--- config.mk ---
export PLATFORM = sky130hd
export DESIGN_NAME = muldiv_seq
export DESIGN_NICKNAME = d
export VERILOG_FILES = /design/src/rtl/muldiv_seq.sv
export SDC_FILE = /design/constraint.sdc
export NUM_CORES = 1
export LEC_CHECK = 0
export CELL_PAD_IN_SITES_DETAIL_PLACEMENT = 1
export CELL_PAD_IN_SITES_GLOBAL_PLACEMENT = 1
export CORE_MARGIN = 3
export CORE_UTILIZATION = 36
export DETAILED_ROUTE_END_ITERATION = 8
export HOLD_SLACK_MARGIN = 0.06
export PLACE_DENSITY = 0.79
export RECOVER_POWER = 100
export SLEW_MARGIN = 40
export SYNTH_ARGS = -nofsm -noshare
export SYNTH_HDL_FRONTEND = slang
export SYNTH_SLANG_ARGS = --single-unit
--- constraint.sdc ---
create_clock -name clk -period 1.8 [get_ports clk]
set_input_delay 0.27 -clock clk [delete_from_list [all_inputs] [get_ports clk]]
set_output_delay 0.27 -clock clk [all_outputs]
set_load 0.01 [all_outputs]
--- src/rtl/muldiv_seq.sv ---
// muldiv_seq: multi-cycle unsigned RV32M sequencer (MUL, MULHU, DIVU, REMU).
//
// The block has no adder of its own. It borrows the shared 32-bit
// combinational ALU for two phases per bit (PH_A, PH_B), which gives
// 32 iterations x 2 phases = 64 cycles from accept to result.
//
// Ports:
//   clk, rst          clock; synchronous active-high reset
//   kill              abort the current operation (pipeline flush)
//   req_valid/ready   request handshake; req_op/req_a/req_b are the operands
//   resp_valid/ready  response handshake; resp_data is the result
//   busy              high in any state except IDLE
//   alu_op/src1/src2  drive the shared ALU while busy (ADD/0/0 otherwise)
//   alu_result        ALU output, sampled in the same cycle
//
// Handshake rule: a transfer happens on a rising clk edge where valid and
// ready are both high; valid, once raised, holds its payload until that edge.
// The request side accepts only in IDLE; the response side presents in DONE.
module muldiv_seq #(
  parameter logic [3:0] ALU_ADD  = 4'd0,
  parameter logic [3:0] ALU_SUB  = 4'd1,
  parameter logic [3:0] ALU_SLTU = 4'd3,
  parameter logic [3:0] ALU_SGEU = 4'd5
) (
  input  logic        clk,
  input  logic        rst,
  input  logic        kill,
  input  logic        req_valid,
  output logic        req_ready,
  input  logic [1:0]  req_op,
  input  logic [31:0] req_a,
  input  logic [31:0] req_b,
  output logic        resp_valid,
  input  logic        resp_ready,
  output logic [31:0] resp_data,
  output logic        busy,
  output logic [3:0]  alu_op,
  output logic [31:0] alu_src1,
  output logic [31:0] alu_src2,
  input  logic [31:0] alu_result
);

  typedef enum logic [1:0] {
    IDLE = 2'd0,
    PH_A = 2'd1,
    PH_B = 2'd2,
    DONE = 2'd3
  } state_t;

  state_t      state;
  logic [1:0]  op_r;      // 00 MUL, 01 MULHU, 10 DIVU, 11 REMU
  logic [4:0]  cnt;       // iteration index, 0..31
  // acc holds hi (multiply) or rem (divide); lq holds lo or quo;
  // opnd holds the multiplicand mc or the divisor dv.
  logic [31:0] acc;
  logic [31:0] lq;
  logic [31:0] opnd;
  logic [31:0] tmp;       // PH_A result carried into PH_B
  logic [31:0] addend_r;  // multiply addend, needed for the carry compare
  logic        ge;        // divide: shifted remainder >= divisor

  logic        is_div;
  logic [31:0] addend;
  logic [31:0] sh;
  logic [31:0] nxt_acc;
  logic [31:0] nxt_lq;
  logic [31:0] result_sel;

  assign is_div    = op_r[1];
  assign req_ready = (state == IDLE);
  assign busy      = (state != IDLE);

  // ALU drive and next-value datapath, decoded from state and registers.
  always_comb begin
    alu_op   = ALU_ADD;
    alu_src1 = 32'd0;
    alu_src2 = 32'd0;
    addend   = lq[0] ? opnd : 32'd0;
    sh       = {acc[30:0], lq[31]};
    nxt_acc  = acc;
    nxt_lq   = lq;
    case (state)
      PH_A: begin
        if (is_div) begin
          alu_op   = ALU_SGEU;
          alu_src1 = sh;
          alu_src2 = opnd;
        end else begin
          alu_op   = ALU_ADD;
          alu_src1 = acc;
          alu_src2 = addend;
        end
      end
      PH_B: begin
        if (is_div) begin
          alu_op   = ALU_SUB;
          alu_src1 = tmp;
          alu_src2 = opnd;
          // Modulo-2^32 subtraction is exact here: when rem[31] forced ge,
          // the true 33-bit difference still fits in 32 bits.
          nxt_acc  = ge ? alu_result : tmp;
          nxt_lq   = {lq[30:0], ge};
        end else begin
          alu_op   = ALU_SLTU;
          alu_src1 = tmp;
          alu_src2 = addend_r;
          // Sum smaller than an addend means the add wrapped: that is the carry.
          nxt_acc  = {alu_result[0], tmp[31:1]};
          nxt_lq   = {tmp[0], lq[31:1]};
        end
      end
      default: begin
      end
    endcase
    // MUL/DIVU take the low/quotient register, MULHU/REMU the high/remainder.
    result_sel = op_r[0] ? nxt_acc : nxt_lq;
  end

  always_ff @(posedge clk) begin
    if (rst) begin
      state      <= IDLE;
      op_r       <= 2'd0;
      cnt        <= 5'd0;
      acc        <= 32'd0;
      lq         <= 32'd0;
      opnd       <= 32'd0;
      tmp        <= 32'd0;
      addend_r   <= 32'd0;
      ge         <= 1'b0;
      resp_valid <= 1'b0;
      resp_data  <= 32'd0;
    end else if (kill) begin
      // Flush wins over everything, including a request arriving in IDLE.
      state      <= IDLE;
      resp_valid <= 1'b0;
    end else begin
      case (state)
        IDLE: begin
          if (req_valid) begin
            op_r <= req_op;
            cnt  <= 5'd0;
            acc  <= 32'd0;
            if (req_op[1]) begin
              lq   <= req_a;
              opnd <= req_b;
            end else begin
              lq   <= req_b;
              opnd <= req_a;
            end
            state <= PH_A;
          end
        end
        PH_A: begin
          if (is_div) begin
            // A set rem[31] means the implicit 33-bit shifted value exceeds
            // any 32-bit divisor, so subtraction is always taken.
            ge  <= acc[31] | alu_result[0];
            tmp <= sh;
          end else begin
            tmp      <= alu_result;
            addend_r <= addend;
          end
          state <= PH_B;
        end
        PH_B: begin
          acc <= nxt_acc;
          lq  <= nxt_lq;
          if (cnt == 5'd31) begin
            state      <= DONE;
            resp_valid <= 1'b1;
            resp_data  <= result_sel;
          end else begin
            cnt   <= cnt + 5'd1;
            state <= PH_A;
          end
        end
        DONE: begin
          if (resp_ready) begin
            state      <= IDLE;
            resp_valid <= 1'b0;
          end
        end
        default: state <= IDLE;
      endcase
    end
  end

endmodule

==> flow_summary.yaml, run 1 <==
outcome:
  status: "finished with violations"
  failed_checks: "negative setup slack"
placement:
  dpl.cell_count: 1859
  io_buffers: 204
  gp_congestion: 0.827
  dp.final_hpwl_um: 29500
cts:
  clock_path_buffers: 3
  cts_tree: "done"
  cts.sinks: 203
  insertion_delay_ns: 0.54
  cts-root-buf: "clkbuf_16"
  clk_pin_slew_worst_paths_ns: 0.06
  cts_max_level: 1
  cts_buffers: 24
setup_path:
  required_ns: 1.53
  critPathLaunch: "state[1]"
  crit_arrival_ns: 2.24
  r2r-end: "resp_data[12]"
  endpoint_kind: "output pin"
  r2r-start: "state[1]"
  endpoint: "alu_src2[18]"
  cp_max_fo: 15
  critPathLaunchType: "flop"
  path_class: "reg -> out"
  ff2ff_setup_slack_ns: -0.67
  reg2regPathDepth: 13
synthesis:
  synthCells: 1286
  synth_edf_count: 0
  ys_types: 41
  syn_nets: 1396
  ys_ff_latch: 203
  ys_warn_count: 0
  synth_ff_type: "dfxtp_1"
  synth-seq-area-share_pct: 36.2
  synth-async-reset-ratio_pct: 0
  yosys.area.top_type: "dfxtp_1"
  synth.most_common_cell: "dfxtp_1"
  synth_top_area_share_pct: 36.2
  ys_top_cells_by_count: "dfxtp_1, mux2i_1, a21oi_1"
  syn_area_sq_um: 11200
  netlist_top_cells_area: "dfxtp_1, mux2i_1, mux2_2"
  syn_avg_cell_area_sq_um: 8.73
floorplan:
  die_x_um: 183
  placementRows: 64
  core_sq_um: 30700
  ios: 206
  initial_core_util_pct: 36.6
  die_area_sq_um: 33400
  die_h_um: 183
routing:
  highest_layer: "met5"
  finalWirelength_um: 67100
  route.met3.wl_um: 5990
  drt.antenna.violating_nets: 0
  viasPerCell: 6.62
  drtIter0Drc: 1589
  num_vias: 13400
  drc: 0
  dr.pass1.iters: 6
  wl_met2_um: 30500
  wl_met1_um: 24900
  post_drt_wl_per_cell_um: 33.1
power:
  total_power_uw: 12200
  ir_drop_mv: 0.621
  power.density_nw_per_um2: 680
  power.leakage_uw: 0.00640
sta:
  rsz0062_at_grt: "true"
  tightest_slew_ns: 0.937
  fmax_mhz: 399
  hold_slack_ns: 0.249
  fin_skew_ns: 0.0212
  finalSetupTns_ns: -108.24
  setup_viol: 274
  hold_viol: 0
  slew_violations: 0
  fin_ws_ns: -0.709
  period_share_pct: 139
  min_period_ns: 2.51
  slew_headroom_pct: 37.6
min_path:
  hp-class: "in -> reg"
grt:
  track_usage_pct: 31.6
  first_global_vias: 13200
  grt_max_degree: 66
  grt_pass1_wl_um: 82100
  grt_overflow_total: 0
  antenna_found_initial: 5
cells_and_area:
  multi_input_area_sq_um: 7750
  stdcell_count: 2025
  num-fill-cells: 3199
  finalNetCount: 1718
  fin_util_pct: 58.7
  syn2layout_area_growth_pct: 60.2
  seq_area_sq_um: 4080
  drive_gt1_share_pct: 37.4
run:
  drv_cap: 0
timing repair:
| action | 4_1_cts | 5_1_grt |
|---|---|---|
| resized for setup | 553 | 104 |
| buffers inserted | 67 | 18 |
| endpoints found under the setup margin | 261 | 273 |
| pin swaps | 93 | 33 |
| gates cloned | 26 | 11 |
| hold buffers | 0 | 0 |
layout by cell type (no fill, tap or decap), types with 5 or more instances in the layout:
cell type          n
nand2_1           85
nor2b_4            5
nand3_1           34
a21o_1            15
a21oi_1           81
clkdlybuf4s50_1  128
mux2i_1          125
dlygate4sd3_1      5
a211oi_2          28
buf_16            24
nor2_1            85
ha_4               5
a22oi_1            8
buf_8              9
clkbuf_1           5
dfxtp_1          197
o21ai_0           61
o2bb2ai_2         25
nor2b_2            6
o2bb2ai_1          5
a211oi_1          50
o21ai_2           14
clkinv_2           6
a22oi_2           57
buf_6             39
a21oi_2           11
buf_2             64
buf_4            100
mux2_4            26
a22o_1            32
o22ai_2           16
nor2b_1           79
o21ai_4            8
mux2_2            33
diode_2            6
buf_12            41
clkbuf_16         36
flip-flops by register name, indices dropped and copies added (netlist names):
signal      cells
addend_r       32
tmp            32
op_r            2
resp_valid      1
opnd           32
state           2
acc            32
ge              1
cnt             5
lq             32
resp_data      32
worst min-delay path by stage:
stage | end | from | depth (start not counted) | slack (ns)
floorplan | op_r[0] | req_op[0] | 2 | 0.42
global placement | addend_r[27] | addend_r[27] | 2 | 0.44
detailed placement | addend_r[27] | addend_r[27] | 2 | 0.45
CTS | opnd[4] | req_op[1] | 3 | 0.22
global route | opnd[4] | req_op[1] | 3 | 0.26
finish | opnd[4] | req_op[1] | 3 | 0.25
routing by layer:
layer / global-route usage (%) / vias up
met5: 0 / -
met3: 6.26 / 427
met4: 17.4 / 4
li1: - / 5361
met2: 52.6 / 1060
met1: 38.3 / 6562
kinds of logic (layout without fill, tap and decap cells):
| family | after synthesis | count (layout) | share of synthesized area (%) |
|---|---|---|---|
| simple gates | 324 | 324 | 13.7 |
| compound gates | 426 | 426 | 26.1 |
| buf+inv | 138 | 475 | 5.84 |
| flops | 203 | 203 | 36.2 |
| other cells | 1 | 7 | 0.0334 |
| fa+ha+maj | 7 | 7 | 0.780 |
| mux | 187 | 187 | 17.3 |
critical path, stage by stage, from the launching register on:
cell,delay [ns]
dfxtp_2,0.39
buf_6,0.14
ha_4,0.19
nor2b_4,0.22
buf_12,0.17
buf_4,0.12
a22oi_2,0.09
nor2b_1,0.18
buf_2,0.18
report_power, final:
part           switching [uW]  leakage, uW  internal, uW
Clock                    2190     0.000377          2800
Sequential                206      0.00165          4620
Combinational            1290      0.00437          1130
cell type report:
type | instances | share of cell area, %
Antenna cell | 6 | 0.0835
Clock buffer | 33 | 3.81
Clock inverter | 8 | 0.383
Inverter | 6 | 0.153
Timing Repair Buffer | 428 | 27.1
Multi-Input combinational cell | 945 | 43.1
Tap cell | 396 | 2.75
Sequential cell | 203 | 22.7
through the flow:
step | setup WS [ns] | instance area, sq um
after floorplan | -0.0505 | 11200
after global placement | -0.346 | 14200
after detailed placement | -0.391 | 14200
after CTS | -0.481 | 17100
after global routing | -0.729 | 18000
final | -0.709 | 18000
Note: power is estimated with default switching activity, not from simulation.
==> run 2, diff against run 1 <==
Settings changed: GPL_ROUTABILITY_DRIVEN set to 0, SLEW_MARGIN 40 to 20.
==> results of run 2 <==
The final DEF is identical to that of run 1; final timing and power are the same.
